File: config.mk
export PLATFORM = sky130hd
export DESIGN_NAME = ahb_mtx_rr_arb
export DESIGN_NICKNAME = d
export VERILOG_FILES = /design/src/rtl/ahb_mtx_pkg.sv /design/src/rtl/ahb_mtx_burst_tracker.sv /design/src/rtl/ahb_mtx_rr_arb.sv
export SDC_FILE = /design/constraint.sdc
export NUM_CORES = 1
export LEC_CHECK = 0
export BUFFER_PORTS_ARGS = -buffer_cell sky130_fd_sc_hd__buf_2
export CAP_MARGIN = 15
export CORE_MARGIN = 5
export CORE_UTILIZATION = 40
export CTS_CLUSTER_SIZE = 28
export DETAILED_ROUTE_END_ITERATION = 12
export GPL_TIMING_DRIVEN = 0
export SLEW_MARGIN = 20
export SYNTH_ARGS = -nofsm -noshare
export SYNTH_HDL_FRONTEND = slang
export SYNTH_SLANG_ARGS = --single-unit
File: constraint.sdc
create_clock -name HCLK -period 2.55 [get_ports HCLK]
set_clock_uncertainty 0.1 [all_clocks]
set_input_delay 0.3825 -clock HCLK [delete_from_list [all_inputs] [get_ports HCLK]]
set_output_delay 0.3825 -clock HCLK [all_outputs]
set_load 0.02 [all_outputs]
File: src/rtl/ahb_mtx_pkg.sv
// Shared AHB bus-matrix definitions.
// Holds the HTRANS and HBURST encodings, the widths of the arbiter's burst and
// quota counters, and a helper that maps a burst type to (beats - 1).
package ahb_mtx_pkg;

  typedef enum logic [1:0] {
    TransIdle   = 2'b00,
    TransBusy   = 2'b01,
    TransNonseq = 2'b10,
    TransSeq    = 2'b11
  } htrans_e;

  typedef enum logic [2:0] {
    BurstSingle = 3'b000,
    BurstIncr   = 3'b001,
    BurstWrap4  = 3'b010,
    BurstIncr4  = 3'b011,
    BurstWrap8  = 3'b100,
    BurstIncr8  = 3'b101,
    BurstWrap16 = 3'b110,
    BurstIncr16 = 3'b111
  } hburst_e;

  localparam int unsigned BurstCntW = 4;
  localparam int unsigned QuotaW    = 4;

  // Remaining SEQ beats after the NONSEQ of a fixed-length burst.
  // SINGLE and INCR have no fixed length, so they return 0.
  function automatic logic [BurstCntW-1:0] burst_beats_m1(input logic [2:0] hburst);
    logic [BurstCntW-1:0] beats_m1;
    unique case (hburst)
      BurstIncr16, BurstWrap16: beats_m1 = 4'd15;
      BurstIncr8,  BurstWrap8:  beats_m1 = 4'd7;
      BurstIncr4,  BurstWrap4:  beats_m1 = 4'd3;
      default:                  beats_m1 = 4'd0;
    endcase
    return beats_m1;
  endfunction

endpackage

File: src/rtl/ahb_mtx_burst_tracker.sv
// Burst tracker for one bus-matrix output stage.
// Follows the transfers on the output bus and raises a hold flag for the whole
// length of a fixed-length burst, so the arbiter never splits one.
// Ports:
//   HCLK, HRESETn  clock and asynchronous active-low reset
//   HREADYM        transfer done on output; the tracker only advances when set
//   HSELM          output stage selects slave
//   HTRANSM        output transfer type
//   HBURSTM        output burst type
//   hold_next_o    hold flag value that will be registered this cycle
module ahb_mtx_burst_tracker
  import ahb_mtx_pkg::*;
(
  input  logic       HCLK,
  input  logic       HRESETn,
  input  logic       HREADYM,
  input  logic       HSELM,
  input  logic [1:0] HTRANSM,
  input  logic [2:0] HBURSTM,
  output logic       hold_next_o
);

  logic [BurstCntW-1:0] count_q, count_d;
  logic                 hold_q, hold_d;

  always_comb begin
    count_d = count_q;
    hold_d  = hold_q;
    if (HREADYM) begin
      if (!HSELM) begin
        count_d = '0;
        hold_d  = 1'b0;
      end else begin
        unique case (HTRANSM)
          TransNonseq: begin
            count_d = burst_beats_m1(HBURSTM);
            hold_d  = (count_d != '0);
          end
          TransSeq: begin
            // An INCR tenure sits at zero; only a fixed burst counts down.
            if (count_q != '0) begin
              count_d = count_q - 4'd1;
              if (count_q == 4'd1) hold_d = 1'b0;
            end
          end
          TransBusy: begin
            count_d = count_q;
            hold_d  = hold_q;
          end
          TransIdle: begin
            count_d = '0;
            hold_d  = 1'b0;
          end
        endcase
      end
    end
  end

  always_ff @(posedge HCLK or negedge HRESETn) begin
    if (!HRESETn) begin
      count_q <= '0;
      hold_q  <= 1'b0;
    end else begin
      count_q <= count_d;
      hold_q  <= hold_d;
    end
  end

  assign hold_next_o = hold_d;

endmodule

File: src/rtl/ahb_mtx_rr_arb.sv
// Round-robin output arbiter for one bus-matrix output stage.
// Picks the input port that drives the shared slave, rotating fairly from the
// current owner. Fixed-length bursts and locked sequences are never split;
// undefined-length tenures are cut after MAX_GRANT_BEATS beats when another
// port is waiting.
// Ports:
//   HCLK, HRESETn  clock and asynchronous active-low reset
//   req_port       per-input-port request, bit i = port i
//   HREADYM        transfer done on output; grant registers load only when set
//   HSELM          output stage selects slave
//   HTRANSM        output transfer type
//   HBURSTM        output burst type
//   HMASTLOCKM     output locked transfer
//   addr_in_port   granted input port index (address-phase mux select)
//   no_port        no input port granted
module ahb_mtx_rr_arb
  import ahb_mtx_pkg::*;
#(
  parameter int unsigned NUM_PORTS       = 4,
  parameter int unsigned PORT_W          = 3,
  parameter int unsigned MAX_GRANT_BEATS = 8
) (
  input  logic                 HCLK,
  input  logic                 HRESETn,
  input  logic [NUM_PORTS-1:0] req_port,
  input  logic                 HREADYM,
  input  logic                 HSELM,
  input  logic [1:0]           HTRANSM,
  input  logic [2:0]           HBURSTM,
  input  logic                 HMASTLOCKM,
  output logic [PORT_W-1:0]    addr_in_port,
  output logic                 no_port
);

  localparam logic [QuotaW-1:0] QuotaMax = QuotaW'(MAX_GRANT_BEATS);

  logic [PORT_W-1:0] port_q, port_d;
  logic              no_port_q, no_port_d;
  logic [QuotaW-1:0] quota_q, quota_d, quota_inc;
  logic              hold_next;
  logic              beat;
  logic              exhausted;

  logic [NUM_PORTS-1:0]   owner_oh;
  logic [NUM_PORTS-1:0]   others;
  logic [2*NUM_PORTS-1:0] req_dbl;
  logic [PORT_W:0]        rot_sh;
  logic [NUM_PORTS-1:0]   req_rot;
  logic                   found;
  int unsigned            rr_off;
  int unsigned            rr_idx;
  logic [PORT_W-1:0]      rr_port;

  ahb_mtx_burst_tracker u_burst_tracker (
    .HCLK        (HCLK),
    .HRESETn     (HRESETn),
    .HREADYM     (HREADYM),
    .HSELM       (HSELM),
    .HTRANSM     (HTRANSM),
    .HBURSTM     (HBURSTM),
    .hold_next_o (hold_next)
  );

  // NONSEQ and SEQ both have HTRANS[1] set.
  assign beat = HREADYM & HSELM & HTRANSM[1];

  always_comb begin
    quota_inc = quota_q;
    if (beat && (quota_q != '1)) quota_inc = quota_q + QuotaW'(1);
  end

  assign owner_oh  = NUM_PORTS'(1) << port_q;
  assign others    = req_port & ~owner_oh;
  assign exhausted = (quota_inc >= QuotaMax) && (|others);

  // Rotate so bit 0 is owner+1 and the owner lands in the top bit (checked
  // last), pick the lowest set bit, then map the offset back to a port index.
  always_comb begin
    req_dbl = {req_port, req_port};
    rot_sh  = {1'b0, port_q} + (PORT_W+1)'(1);
    req_rot = req_dbl[rot_sh +: NUM_PORTS];
    found   = 1'b0;
    rr_off  = 0;
    for (int unsigned k = 0; k < NUM_PORTS; k++) begin
      if (req_rot[k] && !found) begin
        found  = 1'b1;
        rr_off = k;
      end
    end
    rr_idx = 32'(port_q) + 32'd1 + rr_off;
    if (rr_idx >= NUM_PORTS) rr_idx = rr_idx - NUM_PORTS;
    rr_port = PORT_W'(rr_idx);
  end

  always_comb begin
    port_d    = port_q;
    no_port_d = no_port_q;
    if (HREADYM) begin
      if (HMASTLOCKM || hold_next) begin
        port_d    = port_q;
        no_port_d = no_port_q;
      end else if (!no_port_q && HSELM && (HTRANSM != TransIdle) && !exhausted) begin
        port_d    = port_q;
        no_port_d = 1'b0;
      end else if (found) begin
        port_d    = rr_port;
        no_port_d = 1'b0;
      end else if (HSELM) begin
        // Park on the current owner while the slave is still selected.
        port_d    = port_q;
        no_port_d = no_port_q;
      end else begin
        no_port_d = 1'b1;
      end
    end
  end

  // A new tenure starts with a fresh quota.
  always_comb begin
    quota_d = quota_inc;
    if ((port_d != port_q) || (no_port_d && !no_port_q)) quota_d = '0;
  end

  always_ff @(posedge HCLK or negedge HRESETn) begin
    if (!HRESETn) begin
      port_q    <= '0;
      no_port_q <= 1'b1;
      quota_q   <= '0;
    end else begin
      port_q    <= port_d;
      no_port_q <= no_port_d;
      quota_q   <= quota_d;
    end
  end

  assign addr_in_port = port_q;
  assign no_port      = no_port_q;

endmodule

# After elaboration in Yosys (flattened, before gate mapping)
# Cells that the tools add are included.
totals:
  register_bits: 13
  in_bits: 14
  output_inout_bits: 4
classes:
  n_addsub: 6
  magnitude_cmp: 2
  n_eq_ne: 14
  n_shift: 2
  mux: 31
  bitwise: 4
  n_reduce_logical: 25
op_table:
  columns: ["operator", "n"]
  rows:
  - ["$mux W32", 2]
  - ["$add A4 B32 Y32", 1]
  - ["$ge A32 B3 Y1 const B", 1]
  - ["$mux W4", 7]
  - ["$pmux W4 S3", 2]
  - ["$mux W3", 5]
  - ["$mux W1", 14]
  - ["$eq A3 B3 Y1 const B", 4]
  - ["$logic_and A1 B1 Y1", 9]
  - ["$add A3 B1 Y4 const B", 2]
  - ["$reduce_bool A4 Y1", 2]
  - ["$shiftx A8 B5 Y4", 1]
  - ["$eq A3 B2 Y1 const B", 2]
  - ["$reduce_or A2 Y1", 3]
  - ["$logic_not A1 Y1", 5]
  - ["$add A4 B1 Y4 const B", 1]
  - ["$and A4 B4 Y4", 1]
  - ["$eq A2 B2 Y1 const B", 2]
  - ["$eq A4 B1 Y1 const B", 1]
  - ["$ge A4 B4 Y1 const B", 1]
  - ["$ne A4 B4 Y1 const B", 1]
  - ["$not A4 Y4", 1]
  - ["$pmux W1 S4", 1]
  - ["$reduce_or A4 Y1", 1]
  - ["other kinds (12)", 14]

# Longest topological paths before layout
depth:
  depth_word: 22
  mapped_depth: 12
  depth_no_buf: 11

# Modules after synthesis
# A second synthesis with hierarchy kept.
hier_totals:
  cells_unflattened: 142
  hier_area_um2: 1227.4
by_module_without_submodules:
  columns: ["mod", "instances", "cells_each", "area_per_inst_um2", "seq_area_each_um2"]
  rows:
  - ["ahb_mtx_rr_arb", 1, 93, 809.5, 201.4]
  - ["ahb_mtx_burst_tracker", 1, 49, 417.9, 125.1]

# Least setup slack after synthesis
# OpenSTA, ideal clock, no wires.
synth_timing:
  path_kind: "reg-to-reg"
  startpoint: "reg port_q[0] (netlist: addr_in_port[0])"
  endpoint: "reg quota_q[1]"
  arrival_time_ns: 2.565
  setup_slack_ns: -0.219
  path_stages_with_launch: 12
  n_path_buf: 1
  synth_period_minus_slack_ns: 2.769
  path_cell_list: "dfrtp_1 clkbuf_1 inv_1 nor2_1 a22oi_1 o21ai_0 nand2_1 ha_1 fa_1 xor2_1 nand3_1 a221oi_1"
synth_between:
  elab_chain_len: 22
synth_rtl:
  columns: ["item", "line_no", "rtl"]
  rows:
  - ["start, declared", "ahb_mtx_rr_arb.sv:37", "logic [PORT_W-1:0] port_q, port_d;"]
  - ["start signal, assigned", "ahb_mtx_rr_arb.sv:130", "port_q <= port_d;"]
  - ["$add A3 B1 Y4", "ahb_mtx_rr_arb.sv:80, ahb_mtx_rr_arb.sv:90", null]
  - ["$shiftx A8 B5 Y4", "ahb_mtx_rr_arb.sv:81", "req_rot = req_dbl[rot_sh +: NUM_PORTS];"]
  - ["$mux W1", "ahb_mtx_rr_arb.sv:85", "if (req_rot[k] && !found) begin"]
  - ["$logic_not A1 Y1", "ahb_mtx_rr_arb.sv:85", null]
  - ["$logic_and A1 B1 Y1", "ahb_mtx_rr_arb.sv:85", null]
  - ["$mux W1", "ahb_mtx_rr_arb.sv:85", null]
  - ["$logic_not A1 Y1", "ahb_mtx_rr_arb.sv:85", null]
  - ["$logic_and A1 B1 Y1", "ahb_mtx_rr_arb.sv:85", null]
  - ["[7 not listed]", null, null]
  - ["$mux W3", "ahb_mtx_rr_arb.sv:105", "end else if (found) begin"]
  - ["$mux W3", "ahb_mtx_rr_arb.sv:102", "end else if (!no_port_q && HSELM && (HTRANSM != TransIdle) && !exhausted) begin"]
  - ["$mux W3", "ahb_mtx_rr_arb.sv:99", "if (HMASTLOCKM || hold_next) begin"]
  - ["$mux W3", "ahb_mtx_rr_arb.sv:98", "if (HREADYM) begin"]
  - ["$ne A3 B3 Y1", "ahb_mtx_rr_arb.sv:121", "if ((port_d != port_q) || (no_port_d && !no_port_q)) quota_d = '0;"]
  - ["$logic_or A1 B1 Y1 (*)", "ahb_mtx_rr_arb.sv:121", null]
  - ["$mux W4 (*)", "ahb_mtx_rr_arb.sv:121", null]
  - ["net quota_d[1]", "ahb_mtx_rr_arb.sv:39", "logic [QuotaW-1:0] quota_q, quota_d, quota_inc;"]
  - ["end signal, assigned", "ahb_mtx_rr_arb.sv:132", "quota_q <= quota_d;"]
  - ["end, declared", "ahb_mtx_rr_arb.sv:39", null]
# Mark *: on every way through the listed nets, which the timed path passes. The rest lies on a longest branch.
# A chain may end at the register's enable or synchronous reset.

# Worst setup path after layout
# Ends and elaborated chain as after synthesis.

==> flow_summary.toml <==
[layout]
n_fill_cell = 280
utilization_pct = 52.8
syn_to_final_growth_pct = 24.5
most-common-layout-cells = "buf_2, nand2_1, dfrtp_1"
nNetsFinal = 196
antenna_cells = 0
final_common_cell = "buf_2"
final_area_sq_mm = 0.00148
drive_above_1_share_pct = 29.4

[synth]
synthesis.instances = 144
yosysTopAreaCellShare_pct = 25.3
ys_top_cells_by_area = "dfrtp_1, ha_1, a21oi_1, nand2_1, o31ai_1"
avgSynthCellArea_sq_um = 8.25
synth-seq-area-share_pct = 27.5
synth_top_cell_by_area = "dfrtp_1"
synth_fp_nets = 169
synth-edff-count = 0
yosys_most_used_dff = "dfrtp_1"
netlist_area_sq_mm = 0.00119
ys_ff_latch = 13
synth.distinct_cells = 44
yosys_warnings = 0
async_reset_ff_share_pct = 100

[sta]
maxSlewViolCount = 0
finalCritPeriodShare_pct = 106
timing.fmax_ghz = 0.371
whs_ns = 0.317
grt_setup_unrepaired = "true"
fin_crit_ns = 2.70
setup_viol = 4
worst_slack_ns = -0.148
finalHoldViolations = 0
worst_pin_slew_ns = 0.535
slew_headroom_pct = 64.2

[grt]
antenna_found_initial = 0
use_met3_pct = 1.55
grt_pass1_wl_um = 4730
grtUsageMet1_pct = 17.8
grtUsageMet2_pct = 23.6
busiest_layer = "met2"
grt_pass1_vias = 1073
grt_overflow = 0
track_usage_pct = 14.2
grt_max_degree = 14

[route]
wl_um = 2910
ant_nets = 0
drt-vias-per-instance = 5.76
drt_iter0_markers = 103
drtPass1Iterations = 4
drcViolationCount = 0
routedWlPerCell_um = 14.5
vias = 1158

[clock_tree]
clk_latency_ns = 0.27
clk_pin_slew_worst_paths_ns = 0.08
cts_tree = "yes"
clk_path_buf_depth = 2
cts_buffers = 3
htree_levels = 1
clock-sinks = 13
ctsRootBufferMaster = "clkbuf_4"

[placement]
gp_congestion = 0.861
dp_hpwl_um = 2110
numPortBuffers = 13
pre_cts_ws_ns = -0.339
place_area_sq_mm = 0.00131

[worst_setup_path]
cp-start-kind = "flop"
critPathTopFamily = "adder cells"
path_cells = "buf_8 -> inv_1 -> nor2_2 -> o21ai_0 -> o211ai_1 -> nand2_1 -> ha_1 -> fa_1 -> xor2_1 -> nand3_2 -> a221oi_2"
crit_fanout = 5
cp_num_buf_inv = 2
critPathSlowestCell = "fa_1"
cp.required_ns = 2.64
worst_ep_arrival_time_ns = 2.78
slowest_delay_ns = 0.53
critical_path_class = "flop to flop"
end_kind = "flop"

[status]
outcome = "finished with violations"
violations = "negative setup slack"

[floorplanning]
die_h_um = 64.5
fp.dieW_um = 64.5
fp.coreArea_sq_mm = 0.00281
initial_core_util_pct = 42.4
ios = 18
dieArea_sq_mm = 0.00416
row_count = 19

[power_and_ir_drop]
peakVddDrop_mv = 0.409
power_per_cell_area_mw_per_mm2 = 866
leakage_nw = 0.660

[run]
cap_violations = 0

[min_path]
min_path_type = "primary input to flop"
==> final timing paths <==
check | startpoint | endpoint | slack [ns] | depth (start not counted)
worst max-delay path | addr_in_port[0] | quota_q[1] | -0.15 | 11
worst min-delay path | HREADYM | u_burst_tracker.hold_q | 0.32 | 3
worst max register to register | addr_in_port[0] | quota_q[1] | -0.15 | 11
worst min register to register | u_burst_tracker.hold_q | u_burst_tracker.hold_q | 0.40 | 2
max in group asynchronous | HRESETn | no_port | 1.65 | 2
min in group asynchronous | HRESETn | quota_q[1] | 0.43 | 2
==> worst reg2reg max path: cells and delay by family (launching register included) <==
family,cells,cell delay [ns]
adder cells (fa/ha/maj),2,0.75
AO/OA/AOI/OAI,3,0.58
flip-flops,1,0.40
AND/OR/NAND/NOR,3,0.39
buffers and inverters,2,0.23
XOR/XNOR,1,0.19
==> area by class of cell <==
class,count,area (sq um),share of cell area (%)
clock buffers,4,26.3,1.78
flip-flops and latches,13,328,22.1
multi-input cells,115,870,58.7
inverters,10,37.5,2.54
well taps,31,38.8,2.62
repair buffers,23,146,9.89
plain buffers,5,33.8,2.28
==> power by group <==
group	switching [mW]	internal (mW)
registers	0.0673	0.257
clock network	0.0653	0.0606
logic	0.424	0.408
==> stage by stage <==
stage | std cells | power (mW) | setup TNS (ns)
after CTS | 198 | 1.17 | -0.187
after detailed placement | 188 | 0.900 | -0.947
after floorplan | 144 | 0.757 | 0
final | 201 | 1.28 | -0.299
after global placement | 188 | 0.877 | -0.822
after global routing | 201 | 1.38 | -0.663
==> routing by layer <==
metal | vias to the layer above | wire length, um | part of all wire [%]
met1 | 555 | 1360 | 47
li1 | 577 | - | -
met5 | - | 0 | 0
met2 | 22 | 1410 | 48
met4 | 0 | 58 | 2.0
met3 | 4 | 86 | 3.0
==> registers in the layout, indices dropped and copies added, names as in the netlist <==
signal / flops
addr_in_port: 3
quota_q: 4
u_burst_tracker.hold_q: 1
no_port: 1
u_burst_tracker.count_q: 4
==> cells in the mapped netlist, types with 2 or more instances <==
master	count
a21oi_1	11
clkbuf_1	5
dfrtp_1	12
ha_1	10
inv_1	10
mux2i_1	4
nand2_1	14
nand2b_1	2
nand3_1	6
nor2_1	11
nor2b_1	2
nor3_1	5
nor4_1	2
o21ai_0	10
o31ai_1	7
or2b_1	2
xor2_1	4
==> cell families (layout without fill, tap and decap cells) <==
kind of cell / after synthesis / after routing / synth area share [%]
simple gates: 52 / 52 / 23.1
buf+inv: 16 / 42 / 5.16
xor+xnor: 4 / 4 / 2.95
flops: 13 / 13 / 27.5
fa+ha+maj: 11 / 11 / 12.2
compound gates: 44 / 44 / 25.8
mux: 4 / 4 / 3.37
==> repair_timing <==
action / 4_1_cts / 5_1_grt
endpoints found under the setup margin: 4 / 5
cloned: 1 / 0
setup buffers: 4 / 4
pin swaps: 2 / 7
resized for setup: 3 / 13
hold endpoints to repair: 12 / 0
hold buffers: 1 / 0
No activity file was read; power rests on OpenSTA's default activity.
